--- config.mk ---
export PLATFORM = sky130hd
export DESIGN_NAME = shift_add_mul
export DESIGN_NICKNAME = d
export VERILOG_FILES = /design/src/rtl/mul_pkg.sv /design/src/rtl/shift_add_mul_adder.sv /design/src/rtl/shift_add_mul.sv
export SDC_FILE = /design/constraint.sdc
export NUM_CORES = 1
export LEC_CHECK = 0
export ABC_AREA = 1
export BUFFER_PORTS_ARGS = -buffer_cell sky130_fd_sc_hd__buf_4
export CORE_UTILIZATION = 55
export DETAILED_ROUTE_END_ITERATION = 8
export PLACE_DENSITY = 0.85
export SKIP_CTS_REPAIR_TIMING = 1
export SLEW_MARGIN = 20
export SYNTH_ARGS = -nofsm -noshare
export SYNTH_HDL_FRONTEND = slang
export SYNTH_SLANG_ARGS = --single-unit
--- constraint.sdc ---
create_clock -name clk -period 2.45 [get_ports clk]
set_input_delay 0.245 -clock clk [delete_from_list [all_inputs] [get_ports clk]]
set_output_delay 0.245 -clock clk [all_outputs]
set_load 0.05 [all_outputs]
--- src/rtl/mul_pkg.sv ---
// Shared definitions for the shift-add multiplier: default width, FSM encoding
// and the iteration-counter width.
package mul_pkg;

  localparam int unsigned MUL_WIDTH = 6;

  typedef enum logic [1:0] {
    IDLE = 2'd0,
    RUN  = 2'd1,
    DONE = 2'd2
  } state_t;

  function automatic int unsigned cnt_width(input int unsigned w);
    return (w > 1) ? $clog2(w) : 1;
  endfunction

  localparam int unsigned CNT_W = cnt_width(MUL_WIDTH);

endpackage

--- src/rtl/shift_add_mul_adder.sv ---
// Combinational WIDTH-bit adder with carry out, shared by the multiplier datapath.
module shift_add_mul_adder #(
  parameter int unsigned WIDTH = 6
) (
  input  logic [WIDTH-1:0] x,
  input  logic [WIDTH-1:0] y,
  output logic [WIDTH-1:0] s,
  output logic             cout
);

  assign {cout, s} = {1'b0, x} + {1'b0, y};

endmodule

--- src/rtl/shift_add_mul.sv ---
// Sequential unsigned shift-and-add multiplier: one partial-product iteration
// per clock, WIDTH iterations per operation, single-cycle done pulse.
module shift_add_mul
  import mul_pkg::*;
#(
  parameter int unsigned WIDTH = MUL_WIDTH
) (
  input  logic                 clk,
  input  logic                 rst,
  input  logic                 start,
  input  logic [WIDTH-1:0]     a,
  input  logic [WIDTH-1:0]     b,
  output logic                 busy,
  output logic                 done,
  output logic [2*WIDTH-1:0]   p
);

  localparam int unsigned CW = cnt_width(WIDTH);

  state_t             state;
  logic [WIDTH-1:0]   m;
  logic [WIDTH-1:0]   q;
  logic [WIDTH-2:0]   a_lo;
  logic               c;
  logic [CW-1:0]      cnt;

  logic [WIDTH-1:0]   acc;
  logic [WIDTH-1:0]   addend;
  logic [WIDTH-1:0]   s;
  logic               cout;
  logic [WIDTH-1:0]   acc_nxt;
  logic [WIDTH-1:0]   q_nxt;
  logic               last;

  // C is stored as the msb of A: the carry shifted right lands exactly there,
  // so A = {C, a_lo} holds after every iteration and C needs no separate copy.
  assign acc    = {c, a_lo};
  assign addend = q[0] ? m : '0;

  shift_add_mul_adder #(
    .WIDTH (WIDTH)
  ) u_adder (
    .x    (acc),
    .y    (addend),
    .s    (s),
    .cout (cout)
  );

  assign acc_nxt = {cout, s[WIDTH-1:1]};
  assign q_nxt   = {s[0], q[WIDTH-1:1]};
  assign last    = (cnt == CW'(WIDTH - 1));

  always_ff @(posedge clk or posedge rst) begin
    if (rst) begin
      state <= IDLE;
      m     <= '0;
      q     <= '0;
      a_lo  <= '0;
      c     <= 1'b0;
      cnt   <= '0;
      p     <= '0;
      busy  <= 1'b0;
      done  <= 1'b0;
    end else begin
      unique case (state)
        IDLE: begin
          done <= 1'b0;
          if (start) begin
            m     <= a;
            q     <= b;
            a_lo  <= '0;
            c     <= 1'b0;
            cnt   <= '0;
            busy  <= 1'b1;
            state <= RUN;
          end else begin
            busy <= 1'b0;
          end
        end
        RUN: begin
          c    <= acc_nxt[WIDTH-1];
          a_lo <= acc_nxt[WIDTH-2:0];
          q    <= q_nxt;
          cnt  <= cnt + 1'b1;
          if (last) begin
            p     <= {acc_nxt, q_nxt};
            done  <= 1'b1;
            state <= DONE;
          end
        end
        DONE: begin
          done  <= 1'b0;
          busy  <= 1'b0;
          state <= IDLE;
        end
        default: begin
          done  <= 1'b0;
          busy  <= 1'b0;
          state <= IDLE;
        end
      endcase
    end
  end

endmodule

==> metrics.txt <==
status complete, but fails checks; violated checks hold timing; # port buffers 28; Num CTS Buffers 5; wire length per cell 11.5 um; Tmin final 1.89 ns; power per cell area 1530 nW/um^2; synthesized area per cell 9.93 sq um; global-route wire length before repair 5110 um; unrepaired setup endpoints after global routing false; Worst setup endpoint a_lo[3]; reg-to-reg critical path endpoint a_lo[3]; RR Startpoint q[0]; slowest stage delay, CP 0.46 ns; Syn. warnings 0; routability cong. 0.854; complex-gate fraction of the synthesized area 10.5%; GRT Overall Usage 19.6%; period utilization 77.3%; grt met1 use 27.1%; Net Count, Synth 208; sequential fraction of the synthesis area 50.7%; CORE AREA 3100 sq um; drt drc 0; crit-path max FO 7; critical path startpoint q[0]; CP bufs+invs 1; main combinational cell family by area after synthesis simple AND/OR/NAND/NOR gates; max_slew headroom 70.1%; worst-path cell chain nand2_1 > inv_1 > ha_1 > fa_1 > nand3_1 > nand2_1 > or2_2 > nand3_1 > nand2_1; Root Buffer clkbuf_4; Detail Placement HPWL 2240 um; worst slew pin tran 0.448 ns; num rows 20; Ant. Diodes 0; critical path required time 2.69 ns; synth unique cells 28; vias in the first global route 1185; CP delay by family, top simple AND/OR/NAND/NOR gates; worst setup path category reg -> reg; Top Ports 29; Setup crit end kind flip-flop; Setup TNS Final 0 ns; Adder-Cell Fraction of Synth Area 6.57%; routed vias 1289; largest net degree at the start of global routing 38; Switching Share 46.7%; sequential share of power 32.6%; R2R setup slack 0.56 ns; CTS H-Tree Depth 2; post-synthesis xor/xnor area fraction 0.479%; dpl cells 254; Die Ht 59.7 um; CP most frequent cell nand2_1; endpoints failing setup 0; CP max stage cell dfrtp_1; full die area 3560 sq um; area delta synth->final 17.9%; Pwr Total 3.30 mW; Vias/cell 4.92; drt total wl 3010 um; Logic pwr share 54.4%; Crit path depth 9; Clock power frac 13.0%; CTS tree yes; initial antenna violation count 0; busiest layer in global routing met2; VDD IR max 0.000801 V; Longest Clk Path Bufs 2; mux contribution to synthesized area 4.93%; f_max 528 MHz; Congestion Overflow GR 0; sw power 1.54 mW; Leak 1.18 nW; Max-Cap Viols 0; critical path arrival 2.14 ns; clock skew 0.00780 ns; worst hold-check path type in -> async; CP Launch Type flip-flop; initial DRC count 49; Synth Instances 184; final cell count without fillers 262; met3 Usage GRT 3.90%; share of layout cells above drive strength 1 27.5%; worst r2r path cells 9; Int Pwr 1.76 mW; later-pin clock latency in the skew report 0.34 ns; Final Hold Vio Count 26; Initial DRT Pass Iterations 4; Die Wd 59.7 um; Syn Std Cell Area 1830 sq um; final net count 241; clk slew on worst S/H paths 0.12 ns; antenna violation net count after detailed routing 0; hold slack final -0.00877 ns; met2 GRT Util 31.0%; fin. max-slew vios 0; simple-gate share of the synthesized area 19.6%; Starting Density 58.9%; clk sinks 37; FF+latch count, synth 37
-- cells in the final DEF (no fill, tap or decap), drive strengths merged --
master    instances
nand3            14
o22ai             1
nand2            54
xnor2             1
clkinvlp          1
ha                8
mux2              6
a21oi             7
inv              26
a31oi             1
nor2              6
clkinv            1
o211ai            2
bufinv            1
dfrtp            37
o221ai            4
buf              29
fa                1
clkbuf            5
o21ai            11
or2               1
a21o              1
-- power by group through the flow --
stage	sequential, mW	combinational (mW)	clock [mW]
5_1_grt	1.11	1.98	0.462
3_3_place_gp	1.08	1.76	0
4_1_cts	1.08	1.81	0.435
2_1_floorplan	1.43	1.08	0
3_5_place_dp	1.09	1.80	0
6_report	1.08	1.80	0.428
-- flip-flops by register name, summed over array words and instances, names as in the netlist --
| signal | flops |
|---|---|
| busy | 1 |
| state | 2 |
| p | 12 |
| q | 6 |
| c | 1 |
| m | 6 |
| done | 1 |
| a_lo | 5 |
| cnt | 3 |
-- cell type report --
class                           count  area, sq um
Clock inverter                      3         46.3
Clock buffer                        5         37.5
Tap cell                           44         55.1
Fill cell                         252          948
Sequential cell                    37          926
Timing Repair Buffer               29          218
Inverter                           26          103
Multi-Input combinational cell    118          769
-- per-stage QoR --
step / hold WS (ns) / utilization (%) / worst slack [ns] / area, sq um
floorplan: 0.394 / - / 0.705 / 1830
global placement: 0.379 / 66.7 / 0.643 / 2070
detailed placement: 0.379 / 66.7 / 0.578 / 2070
CTS: 0.00101 / 69.4 / 0.557 / 2150
global route: 0.0240 / 69.4 / 0.456 / 2150
finish: -0.00877 / 69.4 / 0.555 / 2150
-- synthesized netlist by cell type --
library cell,count,share of area [%]
o21ai_2,7,3.4
o211ai_2,1,0.68
o22ai_1,1,0.34
buf_6,2,1.2
nor2_1,4,0.82
nand2_8,1,1.1
o211ai_1,1,0.41
fa_1,1,1.1
o221ai_1,4,1.9
or2_2,1,0.34
nand3_1,14,3.8
inv_1,24,4.9
a21oi_1,7,1.9
nor2_8,1,1.1
nand2_4,2,1.2
nor2_4,1,0.62
a21o_1,1,0.41
o21ai_0,3,0.82
o21ai_1,1,0.27
inv_4,2,0.68
dfrtp_1,37,51
nand2_1,50,10
buf_4,1,0.41
nand2_2,1,0.34
xnor2_1,1,0.48
a31oi_1,1,0.34
ha_1,8,5.5
mux2_4,6,4.9
-- layer usage --
metal  routed length [um]  vias to the layer above
met4                   37                        0
li1                     -                      665
met2                 1380                       27
met1                 1490                      593
met5                    0                        -
met3                  102                        4
-- worst reg2reg max path, cell delays in order, from the launching register on --
cell,delay (ns)
dfrtp_1,0.46
nand2_1,0.10
inv_1,0.04
ha_1,0.19
fa_1,0.40
nand3_1,0.09
nand2_1,0.08
or2_2,0.29
nand3_1,0.07
nand2_1,0.06
-- kinds of logic after synthesis --
logic type / count (synthesis)
simple gates: 75
flops: 37
buf+inv: 29
compound gates: 27
fa+ha+maj: 9
mux: 6
xor+xnor: 1
-- worst min-delay path by stage --
stage	slack, ns	startpoint	endpoint
after floorplan	0.39	a[0]	m[0]
final	-0.009	rst	q[2]
after global routing	0.02	rst	p[6]
after global placement	0.38	rst	busy
after CTS	0.001	rst	p[6]
after detailed placement	0.38	rst	busy
No activity file was read; power rests on OpenSTA's default activity.
